$ cat src/rtl/sv_motor_pwm.sv
// sv_motor_pwm: servo PWM generator driven by the UI angle bus.
// Fixed-length frames of PERIOD_US microseconds; the high time is
// MIN_PULSE_US + deg_lat*US_PER_DEG microseconds. The angle is latched only at
// frame start, so the output never carries runt or glitched pulses.
// Ports:
//   clk         system clock
//   rst_n       asynchronous active-low reset
//   en          run request; a frame in progress always completes
//   deg         commanded angle 0..180 (larger values clamp to 180)
//   pwm         registered servo drive
//   frame_start one-cycle pulse on the first cycle of each frame
//   deg_lat     angle in use for the current frame
// Optional macro SV_MOTOR_SLEW_EN: limits the change of deg_lat to SLEW_DEG
// per frame; when undefined deg_lat takes the clamped angle directly.
module sv_motor_pwm #(
    parameter int CLK_DIV      = 50,
    parameter int PERIOD_US    = 20000,
    parameter int MIN_PULSE_US = 500,
    parameter int US_PER_DEG   = 11,
    parameter int SLEW_DEG     = 5
) (
    input  logic       clk,
    input  logic       rst_n,
    input  logic       en,
    input  logic [7:0] deg,
    output logic       pwm,
    output logic       frame_start,
    output logic [7:0] deg_lat
);
    localparam int DIV_W = CLK_DIV > 1 ? $clog2(CLK_DIV) : 1;
    localparam int US_W  = $clog2(PERIOD_US);

    typedef enum logic {IDLE, RUN} state_t;

    state_t            state_q, state_d;
    logic [DIV_W-1:0]  div_cnt_q, div_cnt_d;
    logic [US_W-1:0]   us_cnt_q, us_cnt_d;
    logic              pwm_q, pwm_d, frame_start_q, frame_start_d;
    logic [7:0]        deg_lat_q, deg_lat_d, target;
    logic              tick, frame_end, load;
    logic [31:0]       pulse_us;

    if (MIN_PULSE_US + 180 * US_PER_DEG >= PERIOD_US || CLK_DIV < 1 || SLEW_DEG < 1) begin : g_bad_cfg
        $error("sv_motor_pwm: invalid parameter set");
    end

    always_comb begin
        tick      = div_cnt_q == DIV_W'(CLK_DIV - 1);
        frame_end = state_q == RUN && tick && us_cnt_q == US_W'(PERIOD_US - 1);
        load      = en && (state_q == IDLE || frame_end);
        state_d   = (load || (state_q == RUN && !frame_end)) ? RUN : IDLE;
        target    = deg > 8'd180 ? 8'd180 : deg;
`ifdef SV_MOTOR_SLEW_EN
        // 9-bit compares keep lat+SLEW_DEG from wrapping; results stay within 0..180
        deg_lat_d = !load ? deg_lat_q :
                    {1'b0, target} > {1'b0, deg_lat_q} + 9'(SLEW_DEG) ? deg_lat_q + 8'(SLEW_DEG) :
                    {1'b0, deg_lat_q} > {1'b0, target} + 9'(SLEW_DEG) ? deg_lat_q - 8'(SLEW_DEG) :
                    target;
`else
        deg_lat_d = load ? target : deg_lat_q;
`endif
        div_cnt_d = (state_d == IDLE || load || tick) ? '0 : div_cnt_q + DIV_W'(1);
        // frame wrap is covered by load (back-to-back) or the return to IDLE
        us_cnt_d  = (state_d == IDLE || load) ? '0 : tick ? us_cnt_q + US_W'(1) : us_cnt_q;
        // pwm is computed from the next counter/angle values so the registered
        // output lines up with the counters, giving exactly pulse_us*CLK_DIV cycles
        pulse_us      = 32'(MIN_PULSE_US) + 32'(deg_lat_d) * 32'(US_PER_DEG);
        pwm_d         = state_d == RUN && 32'(us_cnt_d) < pulse_us;
        frame_start_d = load;
    end

    always_ff @(posedge clk or negedge rst_n) begin
        if (!rst_n) begin
            state_q       <= IDLE;
            div_cnt_q     <= '0;
            us_cnt_q      <= '0;
            pwm_q         <= 1'b0;
            frame_start_q <= 1'b0;
            deg_lat_q     <= 8'd90;
        end else begin
            state_q       <= state_d;
            div_cnt_q     <= div_cnt_d;
            us_cnt_q      <= us_cnt_d;
            pwm_q         <= pwm_d;
            frame_start_q <= frame_start_d;
            deg_lat_q     <= deg_lat_d;
        end
    end

    assign pwm         = pwm_q;
    assign frame_start = frame_start_q;
    assign deg_lat     = deg_lat_q;
endmodule

$ cat config.mk
export PLATFORM = sky130hd
export DESIGN_NAME = sv_motor_pwm
export DESIGN_NICKNAME = d
export VERILOG_FILES = /design/src/rtl/sv_motor_pwm.sv
export SDC_FILE = /design/constraint.sdc
export NUM_CORES = 1
export LEC_CHECK = 0
export BUFFER_PORTS_ARGS = -buffer_cell sky130_fd_sc_hd__buf_2
export CAP_MARGIN = 20
export CORE_MARGIN = 2
export CORE_UTILIZATION = 45
export CTS_CLUSTER_SIZE = 40
export DETAILED_ROUTE_END_ITERATION = 16
export PLACE_DENSITY_LB_ADDON = 0.15
export SETUP_SLACK_MARGIN = 0.05
export SYNTH_ARGS = -nofsm -noshare
export SYNTH_HDL_FRONTEND = slang
export SYNTH_SLANG_ARGS = --single-unit
$ cat constraint.sdc
create_clock -name clk -period 16.8 [get_ports clk]
set_clock_uncertainty 0.15 [all_clocks]
set_input_delay 4.2 -clock clk [delete_from_list [all_inputs] [get_ports clk]]
set_output_delay 4.2 -clock clk [all_outputs]
set_load 0.02 [all_outputs]
==> results of run 1 <==
-- through the flow --
stage               hold WS [ns]  power [mW]
detailed placement        0.3484     0.08312
global placement          0.3410     0.08311
global route              0.3908      0.1700
finish                    0.3475      0.1637
CTS                       0.3575      0.1663
floorplan                 0.3109     0.07940
-- power groups by stage --
stage               clock, mW  sequential, mW  combinational (mW)
floorplan                   0          0.0785            0.000885
global placement            0          0.0785             0.00462
detailed placement          0          0.0785             0.00462
CTS                    0.0847          0.0770             0.00463
global route           0.0878          0.0770             0.00517
finish                 0.0822          0.0771             0.00447
-- worst max-delay path by stage --
stage,end,slack [ns],depth (start not counted)
finish,pwm,7.93,26
global route,pwm,7.46,26
CTS,pwm,7.92,26
detailed placement,pwm,7.62,26
global placement,pwm,7.86,26
floorplan,pwm,8.24,25
-- synthesized netlist by cell type (2+ instances only) --
| cell type | number |
|---|---|
| sky130_fd_sc_hd__nor2b_1 | 3 |
| sky130_fd_sc_hd__nand3_1 | 3 |
| sky130_fd_sc_hd__and3b_1 | 2 |
| sky130_fd_sc_hd__xnor2_1 | 10 |
| sky130_fd_sc_hd__dfrtp_1 | 28 |
| sky130_fd_sc_hd__dfstp_2 | 4 |
| sky130_fd_sc_hd__xor2_1 | 18 |
| sky130_fd_sc_hd__or3_1 | 3 |
| sky130_fd_sc_hd__nor4_1 | 2 |
| sky130_fd_sc_hd__a21oi_1 | 15 |
| sky130_fd_sc_hd__nor3_1 | 4 |
| sky130_fd_sc_hd__nand2_1 | 23 |
| sky130_fd_sc_hd__inv_1 | 27 |
| sky130_fd_sc_hd__clkbuf_1 | 2 |
| sky130_fd_sc_hd__ha_1 | 34 |
| sky130_fd_sc_hd__a21oi_4 | 2 |
| sky130_fd_sc_hd__o21ai_0 | 8 |
| sky130_fd_sc_hd__o21a_1 | 2 |
| sky130_fd_sc_hd__fa_1 | 7 |
| sky130_fd_sc_hd__nand4_1 | 9 |
| sky130_fd_sc_hd__nor2_1 | 27 |
| sky130_fd_sc_hd__and4_1 | 3 |
| sky130_fd_sc_hd__nand2b_1 | 2 |
| sky130_fd_sc_hd__mux2i_1 | 2 |
| sky130_fd_sc_hd__a21o_1 | 5 |
| sky130_fd_sc_hd__a211oi_1 | 4 |
-- final cells by class --
cell class / instances / share of cell area [%]
clock inverter: 1 / 1.051
clock buffer: 7 / 3.373
tap: 72 / 3.154
sequential: 32 / 28.21
timing repair buffer: 20 / 3.504
multi-input combinational: 206 / 57.16
inverter: 27 / 3.548
-- registers in the layout, indices dropped and copies added (netlist names) --
signal / flops
us_cnt_q: 15
deg_lat: 8
div_cnt_q: 6
frame_start: 1
pwm: 1
state_q: 1
-- layout by cell type, fill, tap and decap left out, types with 8 or more instances in the layout --
cell type,netlist,final
sky130_fd_sc_hd__a21oi_1,15,15
sky130_fd_sc_hd__buf_2,0,20
sky130_fd_sc_hd__dfrtp_1,28,28
sky130_fd_sc_hd__ha_1,34,34
sky130_fd_sc_hd__inv_1,27,27
sky130_fd_sc_hd__nand2_1,23,23
sky130_fd_sc_hd__nand4_1,9,9
sky130_fd_sc_hd__nor2_1,27,27
sky130_fd_sc_hd__o21ai_0,8,8
sky130_fd_sc_hd__xnor2_1,10,10
sky130_fd_sc_hd__xor2_1,18,18
-- logic make-up after synthesis --
logic type	after synthesis	synth area share, %
AOI/OAI and AO/OA	45	12.71
xor gates and xnor gates	28	9.510
adders and majority gates	41	21.93
buffers and inverters	31	5.434
DFF	32	31.25
muxes	2	0.7764
and+or+nand+nor	90	18.39
-- routing by layer --
| layer | GRT usage, % | vias up | routed length, um |
|---|---|---|---|
| met1 | 22.13 | 900 | 2404 |
| met3 | 3.733 | 6 | 121 |
| met4 | 5.172 | 0 | 59 |
| met2 | 29.41 | 16 | 2470 |
| met5 | 0 | - | 0 |
| li1 | - | 974 | - |
==> results, run 1 <==
- The detailed router finished its first iteration with 54 violations.
- Entering global routing, the biggest net connects 33 pins.
- The number of pins exceeding their max-slew limit in the final report is 0.
- The endpoint of the most critical register-to-register path is pwm.
- The total negative slack is 0 ns.
- The placed instances occupy a cell area of 2730 um^2.
- The sequential cell area is 805.8 um^2.
- Of all flip-flops after synthesis, the portion carrying an async set or reset was 100.0%.
- The total of endpoints with negative setup slack in the final report is 0.
- The maximum root-to-sink buffer count is 2.
- The core region is around 5500 um^2.
- The kind of critical path is primary input to register.
- In this run, flip-flops and latches consume 47.1% of the power.
- The analysis attributes to net switching a power of 0.03312 mW.
- From synthesis to final layout, the design area changed by 10.77%.
- The maximum vdd ir drop is 0.00003752 V.
- Clock-pin slew was measured on the worst setup and hold paths at 0.07 ns.
- Summed over all layers, the global routing overflow is 0.
- Clock tree synthesis inserted a total of 5 buffers.
- Cells fill 51.87% of the core in the end.
- The routed design has 5054 um of wire.
- The finished cells cover around 2900 um^2.
- The cell area after technology mapping is ~2600 um^2.
- In this run the number of H-tree levels came out at 2.
- The fraction of power spent switching nets is 20.23%.
- The fill cell instance count of the final layout is 530.
- The first-pass detailed-route iteration total is 4.
- The worst path arrival time is 8.92 ns.
- The cell depth of the worst hold path is 1.
- The endpoint class of the critical path is a register.
- The final hold violation count came to 0.
- The required time reported for the critical path endpoint is ~17 ns.
- The wire-length estimate of the detail-placed layout is 4077 um.
- During synthesis, Yosys emitted a total of 0 warnings.
- The worst path setup slack after routing is 7.930 ns.
- The count of buffers inserted at the top-level ports is 20.
- A synthesized cell averages 9.586 um^2.
- The cell internal power dissipation is 0.1306 mW.
- The instance count of the mapped netlist is 269.
- The type of element launching the critical path is a primary input.
- The first global-routing pass estimated approximately 8500 um of wire.
- The library cell occupying the most area in the post-synthesis netlist is sky130_fd_sc_hd__dfrtp_1.
- The initial standard-cell utilization of the core is 46.83%.
- Once detail routing completed, the nets flagged for antenna violations numbered 0.
- The number of antenna violations at the first check in global routing came to 0.
- In the finished design, the share of the clock period the worst path needs comes to roughly 53%.
- The number of flip-flops and latches in the synthesized netlist is 32.
- The fraction of layout cells with a size suffix above 1 is 13.99%.
- The flow ran to the end, and the final reports show no timing, DRC or antenna violations.
- The average wire per standard cell is between 10 and 15 um.
- The worst path buffer plus inverter count is 4.
- The area occupied by multi-input gates is 1633 um^2.
- At the placement stage, the worst setup path has a slack of 7.625 ns.
- The via count of the routed design is 1,896.
- The critical hold path startpoint is div_cnt_q[0].
- Setup repair after global routing left no endpoint under its margin.
- The clock period could shrink to slightly below 9 ns.
- The relative max-transition margin is 50.74%.
- The top achievable clock speed is around 110 MHz.
- The number of hold-repair buffers added at the cts stage is 0.
- Of the total power, combinational logic draws 2.7%.
- The areal power density over the cells is 57.32 nW/um^2.
- The number of setup buffers added after CTS is 0.
- The row count is 27.
- The slowest stage of the critical path is the sky130_fd_sc_hd__fa_1 cell.
- Ranked by total cell area, the synthesized netlist is headed by sky130_fd_sc_hd__dfrtp_1, sky130_fd_sc_hd__ha_1, sky130_fd_sc_hd__xor2_1.
- TritonCTS built the clock tree.
- The clock insertion delay at the later pin of the skew report is 0.29 ns.
- Including well taps, the total number of placed cells is 357.
- The number of global-route vias before repair came to 1,852.
- The overall track demand over capacity in global routing is about 17%.
- The post-cts repair resize count is 0.
- The path with the worst hold slack has its endpoint at div_cnt_q[0].
- The worst register-to-register path has a depth of 25.
- The final antenna diode count is 0.
- Max-cap violations in this run came to 0.
- In this design, the largest share of critical-path delay is due to compound AO/OA/AOI/OAI gates.
- The top fanout value on the critical path is 4.
- The net count reported at finish is 344.
- The startpoint identified for the worst register-to-register timing path is us_cnt_q[6].
- In the routed layout, each cell is associated on average with a via count of 5.195.
- The synthesized netlist net count is 321.
- The number of standard cells in the final layout excluding fillers is around 370.
- Tracing the worst setup path back leads to its startpoint at deg[0].
- In this design, the stage delay of the slowest critical-path cell is 0.55 ns.
- The synthesized netlist contains 46 unique library cells.
- The floorplan step defined a die boundary enclosing ~6400 um^2.
- In this run the worst hold path is classified as register to register.
- The clock tree root buffer cell is sky130_fd_sc_hd__clkbuf_8.
- The clock net sink count is 32.
- For this run, design rule violations remaining after detail routing come to 0.
- Measured along the y axis, the die boundary spans roughly 80 um.
- The portion of total power attributed to the clock network is 50.2%.
- The floorplan step set the die width to roughly 80 um.
- Routability-driven placement finished with a final weighted congestion of 0.7920.
- The sequential share of the synthesized area is 31.25%.
- For the pin with the worst max-slew slack, the measured transition is 0.7389 ns.
- In this run the register-to-register setup slack is 10.81 ns.
- The synthesized design contains 0 enable-type register cells.
- The analysis attributes to cell leakage a power of 1.464 nW.
- The total I/O pin count is 21.
- The dominant register cell in the synthesized netlist is sky130_fd_sc_hd__dfrtp_1.
- The synthesized design devotes to its leading area cell type 27.17% of total area.
Power figures use the tool's default switching activity.
==> run 2: changes to the inputs <==
Settings changed: ABC_AREA from default to 1.
Clock period 16.8 ns to 8.7 ns, I/O delays scaled along.
==> run 2 against run 1 <==
Critical endpoint unchanged. Via count grew 7.7%. Final cell count grew 16%. Count of clock-buffer cells in the layout stayed put. Sequential share of layout area is 0.90 points lower. Clock power increased by 95%. Worst hold slack better by 0.0081 ns. Non-clock buffer count did not move. Worst setup slack worse by 5.8 ns. Die area up 2.6%. First-iteration DRC count rose by 69%.
==> results, run 2 <==
- In this run the most critical hold path is launched from div_cnt_q[0].
- The count of flip-flops with a built-in enable after synthesis is 0 (unchanged).
- The pin slew with the least headroom to its limit is 0.7613 ns (+0.02245 ns).
- The relative max-transition margin is 49.25% (-1.5 points).
- The share of the synthesized area in the top cell type is 26.45% (-0.72 points).
- Counting instances in the post-synthesis netlist gives the leading cell types as sky130_fd_sc_hd__nand2_1, sky130_fd_sc_hd__inv_1, sky130_fd_sc_hd__ha_1, sky130_fd_sc_hd__nor2_1, sky130_fd_sc_hd__dfrtp_1.
- The initial standard-cell utilization of the core was 47.23% (+0.40 points).
- The kind of critical path is primary input to register.
- The post-synthesis compound-gate area fraction came to 9.400% (-3.3 points).
- The switching component of the power is 0.2569 mW (+680%).
- The layout overhead on the synthesized area is 11.38%.
- The sequential share of the synthesized area was 30.42% (-0.83 points).
- The cell depth of the worst hold path is 1 (unchanged).
- For hold timing, the worst endpoint is div_cnt_q[0].
- The global routing usage on met1 is 21.23% (-0.90 points).
- The routability congestion estimate from global placement was 0.8513 (+7.5%).
- The row count is 27 (unchanged).
- By area the synthesized netlist is led by sky130_fd_sc_hd__dfrtp_1, sky130_fd_sc_hd__ha_1, sky130_fd_sc_hd__nand2_1.
- The mean instance size in the synthesized netlist was 8.175 um^2 (-15%).
- The most common cell in the synthesized netlist is sky130_fd_sc_hd__nand2_1.
- STA classifies the critical path endpoint as a register.
- The worst path uses 74.97% of the clock period.
- The register-to-register path setup slack came to 3.44 ns (-7.37 ns).
- Leaving out fill and tap cells, the most frequent cells in the layout are sky130_fd_sc_hd__nand2_1, sky130_fd_sc_hd__inv_1, sky130_fd_sc_hd__ha_1, sky130_fd_sc_hd__nor2_1, sky130_fd_sc_hd__dfrtp_1.
- The die boundary width is 80.72 um (+1.3%).
- The async set-reset flop share out of synthesis was 100.0% (unchanged).
- The instance count of the mapped netlist is 324 (+20%).
- The count of buffers inserted at the top-level ports is 20 (unchanged).
- Derived from the worst setup path, the maximum achievable clock frequency is 153.3 MHz.
- The first-pass detailed-route iteration total was 4 (unchanged).
- The leakage power is 1.642 nW (+12%).
- The maximum root-to-sink buffer count is 2 (unchanged).
- The estimated wirelength of the detail-placed design is 4169 um (+2.2%).
- The total of endpoints with negative setup slack in the final report is 0 (unchanged).
- The area inside the core boundary is 5608 um^2 (+1.8%).
- The relative contribution of combinational cells to total power is 47.1% (+44 points).
- The total negative slack is 0 ns (unchanged).
- Setup repair after global routing left no endpoint under its margin.
- The total congestion overflow came to 0 (unchanged).
- The met3 layer usage reported by global route is 3.483% (-0.25 points).
- The wire length of the first global-routing pass came to 8901 um (+5.2%).
- The length in cells of the worst reg-to-reg path is 29 (+16%).
- The dominant register cell in the synthesized netlist is sky130_fd_sc_hd__dfrtp_1.
- The clock edge transition at the registers on the reported setup and hold paths came to 0.07 ns (about the same).
- The most common library cell in the layout ignoring fill and taps is sky130_fd_sc_hd__nand2_1.
- The number of global-route vias before repair is 2,027 (+9.4%).
- The required time reported for the critical path endpoint is 8.72 ns (-8.13 ns).
- In this run the critical register-to-register path is captured at pwm.
- The type of the worst min-delay path is register to register.
- The clock net sink count is 32 (unchanged).
- The register containing the most flip-flops in the final layout is us_cnt_q.
- The count of antenna-violating nets left after detailed routing came to 0 (unchanged).
- The die area was 6516 um^2 (+2.6%).
- The total wire length was 5115 um (+1.2%).
- The clock insertion delay at the later pin of the skew report is 0.28 ns (about the same).
- The level count of the clock H-tree came to 2 (unchanged).
- The post-cts repair resize count is 0 (unchanged).
- The portion of total power attributed to sequential cells came to 28.7% (-18 points).
- The portion of netlist area occupied by mux cells was 0% (-0.78 points).
- The xor and xnor area share after synthesis is 5.291% (-4.2 points).
- The maximum vdd ir drop is 0.0001112 V (+200%).
- The number of flip-flops under the largest register name is 15 (unchanged).
- The fraction of power spent switching nets is 38.82% (+19 points).
- The portion of total power attributed to the clock network is 24.2% (-26 points).
- The number of pins exceeding their max-slew limit in the final report is 0 (unchanged).
- The type of element launching the critical path is a primary input.
- The synthesized netlist net count is 376 (+17%).
- The die boundary height is 80.72 um (+1.3%).
- The clock tree root buffer cell is sky130_fd_sc_hd__clkbuf_8.
- The largest net degree at the start of global routing is 33 (unchanged).
- The adder-cell share of the synthesized area is 21.35% (-0.58 points).
- The net count reported at finish was 401 (+17%).
- The met2 track utilization from global routing is 32.92% (+3.5 points).
- The startpoint identified for the worst register-to-register timing path is div_cnt_q[1].
- The DRC violation count after routing is 0 (unchanged).
- The average wire per standard cell is 12.12 um (-12%).
- The total of max-cap violations is 0 (unchanged).
- The final antenna diode count is 0 (unchanged).
- The number of flip-flops and latches in the synthesized netlist is 32 (unchanged).
- The via count of the routed design is 2,042 (+7.7%).
- The number of hold-repair buffers added at the cts stage is 0 (unchanged).
- The library cell occupying the most area in the post-synthesis netlist is sky130_fd_sc_hd__dfrtp_1.
- The cell internal power dissipation came to 0.4049 mW (+210%).
- The number of violations reported at the end of detailed-routing iteration 0 is 91 (+69%).
- The routed via count divided by cell count is 4.839 (-6.8%).
- The top fanout value on the critical path was 3 (-1).
- The TritonCTS clock tree is built.
- By area, the combinational part of the netlist is dominated by simple AND/OR/NAND/NOR gates.
- The minimum clock period is 6.522 ns.
- The worst hold-check slack is 0.3557 ns (+0.008117 ns).
- The areal power density over the cells is 224.3 nW/um^2 (+290%).
- In this run the most used layer during global routing was met2.
- The final standard cell utilization of the core came to 52.61% (+0.74 points).
- The total clock buffers created by CTS is 5 (unchanged).
- The final hold violation count came to 0 (unchanged).
- The worst path arrival time was 6.54 ns (-2.38 ns).
- The simple logic cell fraction of the synthesized area is 23.95% (+5.6 points).
- The synthesis warning total came to 0 (unchanged).
- The number of antenna violations at the first check in global routing is 0 (unchanged).
- The total I/O pin count is 21 (unchanged).
- The fraction of layout cells with a size suffix above 1 is 15.71% (+1.7 points).
- The overall track demand over capacity in global routing is 17.94% (+0.60 points).
- The number of setup buffers added after CTS was 0 (unchanged).
- The cell area after technology mapping is 2649 um^2 (+2.7%).
- The overall power consumption came to 0.6617 mW (+300%).
- The run finished with clean final reports.
- The distinct cell type count after synthesis came to 41 (-11%).
[run 2: metrics by stage]
stage                     instance area [um^2]  worst slack, ns  instances
after CTS                                 2950            2.124        422
after global placement                    2824            2.020        414
after floorplan                           2649            2.392        324
final                                     2950            2.178        422
after detailed placement                  2824            1.859        414
after global routing                      2950            1.663        422
[run 2: layer usage]
metal | wire [um] | up-vias
met4 | 39 | 0
met3 | 126 | 4
met5 | 0 | -
li1 | - | 1084
met1 | 2279 | 928
met2 | 2670 | 26
[run 2: critical path: stages]
cell,delay [ns]
sky130_fd_sc_hd__buf_2,0.10
sky130_fd_sc_hd__inv_1,0.04
sky130_fd_sc_hd__nor2_1,0.13
sky130_fd_sc_hd__nand3_1,0.08
sky130_fd_sc_hd__nand2_1,0.07
sky130_fd_sc_hd__nand2_1,0.08
sky130_fd_sc_hd__nand2_1,0.09
sky130_fd_sc_hd__nand3_1,0.12
sky130_fd_sc_hd__nand2_1,0.12
sky130_fd_sc_hd__clkinv_1,0.11
sky130_fd_sc_hd__ha_1,0.22
sky130_fd_sc_hd__xnor2_1,0.15
sky130_fd_sc_hd__inv_1,0.05
sky130_fd_sc_hd__ha_1,0.26
sky130_fd_sc_hd__inv_1,0.05
sky130_fd_sc_hd__fa_1,0.51
sky130_fd_sc_hd__fa_1,0.47
sky130_fd_sc_hd__o21ai_0,0.27
sky130_fd_sc_hd__a21oi_1,0.10
sky130_fd_sc_hd__o21ai_0,0.31
sky130_fd_sc_hd__xnor2_1,0.12
sky130_fd_sc_hd__ha_1,0.28
sky130_fd_sc_hd__nand2_1,0.06
sky130_fd_sc_hd__o21ai_0,0.19
sky130_fd_sc_hd__nand3_1,0.10
sky130_fd_sc_hd__and3_1,0.19
sky130_fd_sc_hd__nand3_1,0.09
sky130_fd_sc_hd__a21oi_2,0.03
[run 2: final cells by class]
type,instances,area [um^2]
timing repair buffer,20,100.1
inverter,63,239.0
tap,72,90.09
clock buffer,7,96.34
multi-input combinational,227,1589
fill,559,2658
clock inverter,1,30.03
sequential,32,805.8
[run 2: cells by family after synthesis]
| logic type | after synthesis |
|---|---|
| AOI/OAI and AO/OA | 42 |
| buffers and inverters | 65 |
| DFF | 32 |
| and+or+nand+nor | 128 |
| xor gates and xnor gates | 16 |
| adders and majority gates | 41 |
[run 2: power groups by stage]
stage	combinational (mW)	sequential [mW]	clock (mW)
2_1_floorplan	0.248	0.195	0
3_3_place_gp	0.305	0.192	0
3_5_place_dp	0.315	0.193	0
4_1_cts	0.320	0.190	0.164
5_1_grt	0.367	0.194	0.169
6_report	0.312	0.190	0.160
[run 2: worst max path at each step]
| stage | startpoint | endpoint | slack, ns | cells after the start |
|---|---|---|---|---|
| global placement | deg[7] | pwm | 2.02 | 28 |
| finish | deg[7] | pwm | 2.18 | 28 |
| global route | deg[7] | pwm | 1.66 | 28 |
| floorplan | deg[7] | pwm | 2.39 | 27 |
| detailed placement | deg[7] | pwm | 1.86 | 28 |
| CTS | deg[7] | pwm | 2.12 | 28 |
==> run 3: changes to the inputs <==
Settings changed: ABC_AREA 1 to 0.
Clock period 8.7 ns to 5.3 ns, I/O delays scaled along.
==> run 3 against run 2 <==
Core utilization rose by 5.1 points. Register-to-register slack worse by 3.5 ns. The flow now finishes with violations (negative setup slack). Worst hold slack worse by 0.0082 ns.
==> results, run 3 (synthesis results as in run 1) <==
- The first-pass detailed-route iteration total was 4 (unchanged).
- The relative contribution of combinational cells to total power is 3.7% (-43 points).
- The minimum clock period is 5.392 ns.
- The total of endpoints with negative setup slack in the final report came to 1 (+1).
- The DRC violation count after routing is 0 (unchanged).
- TritonCTS built the clock tree.
- The count of antenna-violating nets left after detailed routing came to 0 (unchanged).
- The number of antenna violations at the first check in global routing is 0 (unchanged).
- The overall power consumption is 0.4989 mW (-25%).
- The maximum root-to-sink buffer count came to 2 (unchanged).
- The total of max-cap violations is 0 (unchanged).
- The final instance area was 3178 um^2 (+7.7%).
- The portion of total power attributed to sequential cells is 49.0% (+20 points).
- The fraction of power spent switching nets is 21.82% (-17 points).
- The worst hold-check slack is 0.3474 ns (-0.008219 ns).
- The row count is 27 (unchanged).
- The fraction of layout cells with a size suffix above 1 is 28.22% (+13 points).
- The final hold violation count is 0 (unchanged).
- The total clock buffers created by CTS is 5 (unchanged).
- Setup repair after global routing could not meet its margin everywhere.
- Leaving out fill and tap cells, the most frequent cell in the layout is sky130_fd_sc_hd__ha_1.
- The number of standard cells in the final layout excluding fillers is 398 (-5.7%).
- The final standard cell utilization of the core came to 57.71% (+5.1 points).
- The die area is 6352 um^2 (-2.5%).
- The overall track demand over capacity in global routing is 18.36% (+0.41 points).
- The portion of total power attributed to the clock network was 47.4% (+23 points).
- The worst setup path is captured at a register.
- The final antenna diode count is 0 (unchanged).
- The leakage power is 1.636 nW (-0.41%).
- The count of buffers inserted at the top-level ports is 20 (unchanged).
- The total negative slack is -0.09159 ns (-0.09159 ns).
- The number of global-route vias before repair is 1,973 (-2.7%).
- The min-delay analysis places its worst path in the category register to register.
- The type of element launching the critical path is a primary input.
- The clock insertion delay at the later pin of the skew report came to 0.29 ns (about the same).
- The worst path setup slack after routing is -0.09159 ns (-2.270 ns).
- The pin slew with the least headroom to its limit is 0.7442 ns (-0.01714 ns).
- The layout overhead on the synthesized area is 23.24%.
- The number of flip-flops under the largest register name came to 15 (unchanged).
- The worst path arrival time came to 5.44 ns (-1.10 ns).
- The level count of the clock H-tree is 2 (unchanged).
- The total wire length is 5436 um (+6.3%).
- In this run the clock root is driven by a sky130_fd_sc_hd__clkbuf_8.
- The areal power density over the cells came to 157.0 nW/um^2 (-30%).
- The flow ran to the end, but the final reports show violations.
- The wire length of the first global-routing pass is 9094 um (+2.2%).
- The average wire per standard cell is 13.66 um (+13%).
- The estimated wirelength of the detail-placed design came to 4196 um (+0.65%).
- The largest net degree at the start of global routing is 33 (unchanged).
- The clock edge transition at the registers on the reported setup and hold paths is 0.08 ns (about the same).
- The routed via count divided by cell count is 5.065 (+4.7%).
- The total I/O pin count is 21 (unchanged).
- The die boundary width is 79.70 um (-1.3%).
- The required time reported for the critical path endpoint came to 5.35 ns (-3.37 ns).
- Dividing the final minimum period by the clock period gives 101.7%.
- The number of violations reported at the end of detailed-routing iteration 0 is 36 (-60%).
- The net count reported at finish came to 377 (-6.0%).
- The register containing the most flip-flops in the final layout is us_cnt_q.
- The routability congestion estimate from global placement is 0.9048 (+6.3%).
- The via count of the routed design is 2,016 (-1.3%).
- The initial standard-cell utilization of the core is 46.83% (-0.40 points).
- The area inside the core boundary is 5507 um^2 (-1.8%).
- The maximum vdd ir drop came to 0.0001049 V (-5.7%).
- The die boundary height is 79.70 um (-1.3%).
- The total placed cells including tap cells came to 384 (-7.2%).
- The checks that failed: negative setup slack.
- The top achievable clock speed is 185.5 MHz.
- The switching component of the power is 0.1089 mW (-58%).
- The relative max-transition margin is 50.39% (+1.1 points).
- The total congestion overflow is 0 (unchanged).
- The library cells used most frequently in the layout, excluding fill and tap cells, are sky130_fd_sc_hd__ha_1, sky130_fd_sc_hd__buf_4, sky130_fd_sc_hd__dfrtp_1, sky130_fd_sc_hd__nor2_1, sky130_fd_sc_hd__inv_1.
- The number of pins exceeding their max-slew limit in the final report was 0 (unchanged).
- The top fanout value on the critical path is 4 (+1).
- The clock net sink count is 32 (unchanged).
- The pre-CTS worst setup slack is -0.3788 ns (-2.237 ns).
- The kind of critical path is primary input to register.
- The placed instance area came to 2958 um^2 (+4.7%).
- The cell internal power dissipation was 0.3900 mW (-3.7%).
==> run 3: cell types whose count changed in the layout (fill, tap and decap cells not counted), moves of 4 or more <==
| cell | before | now |
|---|---|---|
| sky130_fd_sc_hd__a21oi_1 | 20 | 10 |
| sky130_fd_sc_hd__nand2_1 | 57 | 23 |
| sky130_fd_sc_hd__nor2_1 | 31 | 26 |
| sky130_fd_sc_hd__nand4_1 | 4 | 9 |
| sky130_fd_sc_hd__a21oi_2 | 1 | 6 |
| sky130_fd_sc_hd__inv_1 | 56 | 25 |
| sky130_fd_sc_hd__nand3_1 | 14 | 3 |
| sky130_fd_sc_hd__xor2_1 | 10 | 16 |
| sky130_fd_sc_hd__a21o_1 | 1 | 5 |
| sky130_fd_sc_hd__buf_4 | 0 | 31 |
| sky130_fd_sc_hd__o21ai_0 | 10 | 1 |
| sky130_fd_sc_hd__xnor2_1 | 6 | 10 |
==> run 3: path summary, 6_finish.rpt <==
path | start | to | slack (ns) | cells past startpoint
worst max-delay path | deg[1] | pwm | -0.09 | 25
worst min-delay path | div_cnt_q[0] | div_cnt_q[0] | 0.35 | 1
worst max register to register | us_cnt_q[7] | pwm | -0.09 | 25
worst min register to register | div_cnt_q[0] | div_cnt_q[0] | 0.35 | 1
max in group asynchronous | rst_n | deg_lat[2] | 3.57 | 1
min in group asynchronous | rst_n | us_cnt_q[11] | 0.95 | 1
==> run 3: final cells by class <==
class	instances	area (um^2)
Clock buffer	6	72.57
Clock inverter	2	35.03
Fill cell	487	2328
Inverter	27	101.3
Multi-Input combinational cell	206	1718
Sequential cell	32	805.8
Tap cell	72	90.09
Timing Repair Buffer	53	355.3
==> run 3: power groups by stage <==
stage	Sequential (mW)	Combinational (mW)	Clock, mW
after floorplan	0.249	0.00358	0
after global placement	0.249	0.0177	0
after detailed placement	0.249	0.0178	0
after CTS	0.244	0.0184	0.244
after global routing	0.244	0.0207	0.250
final	0.244	0.0184	0.236
==> run 3: worst max-delay path, cell delays in order <==
cell	delay, ns
sky130_fd_sc_hd__buf_2	0.11
sky130_fd_sc_hd__o21ai_2	0.15
sky130_fd_sc_hd__a21oi_2	0.07
sky130_fd_sc_hd__o21ai_2	0.20
sky130_fd_sc_hd__buf_4	0.15
sky130_fd_sc_hd__a41oi_4	0.11
sky130_fd_sc_hd__ha_4	0.20
sky130_fd_sc_hd__xor2_2	0.16
sky130_fd_sc_hd__ha_1	0.29
sky130_fd_sc_hd__inv_2	0.04
sky130_fd_sc_hd__fa_1	0.46
sky130_fd_sc_hd__buf_4	0.15
sky130_fd_sc_hd__fa_2	0.38
sky130_fd_sc_hd__nor2b_1	0.11
sky130_fd_sc_hd__o21ai_1	0.07
sky130_fd_sc_hd__nand2b_1	0.12
sky130_fd_sc_hd__a31oi_2	0.13
sky130_fd_sc_hd__nor2b_4	0.14
sky130_fd_sc_hd__xor2_1	0.16
sky130_fd_sc_hd__ha_1	0.32
sky130_fd_sc_hd__a21oi_2	0.12
sky130_fd_sc_hd__o21ai_1	0.07
sky130_fd_sc_hd__nand2_1	0.06
sky130_fd_sc_hd__o311ai_1	0.09
sky130_fd_sc_hd__a211oi_1	0.22
==> run 3: per-layer routing <==
metal,routed length (um),global-route usage (%),vias up
li1,-,-,1036
met1,2478,23.75,952
met2,2746,31.09,21
met3,140,3.507,7
met4,70,5.345,0
met5,0,0,-
==> run 3: what timing repair did <==
item / in CTS / in global routing
setup endpoints to repair: 1 / 1
resized for setup: 1 / 18
cloned: 0 / 0
hold buffers: 0 / 0
pin swaps: 3 / 23
setup buffers: 1 / 5
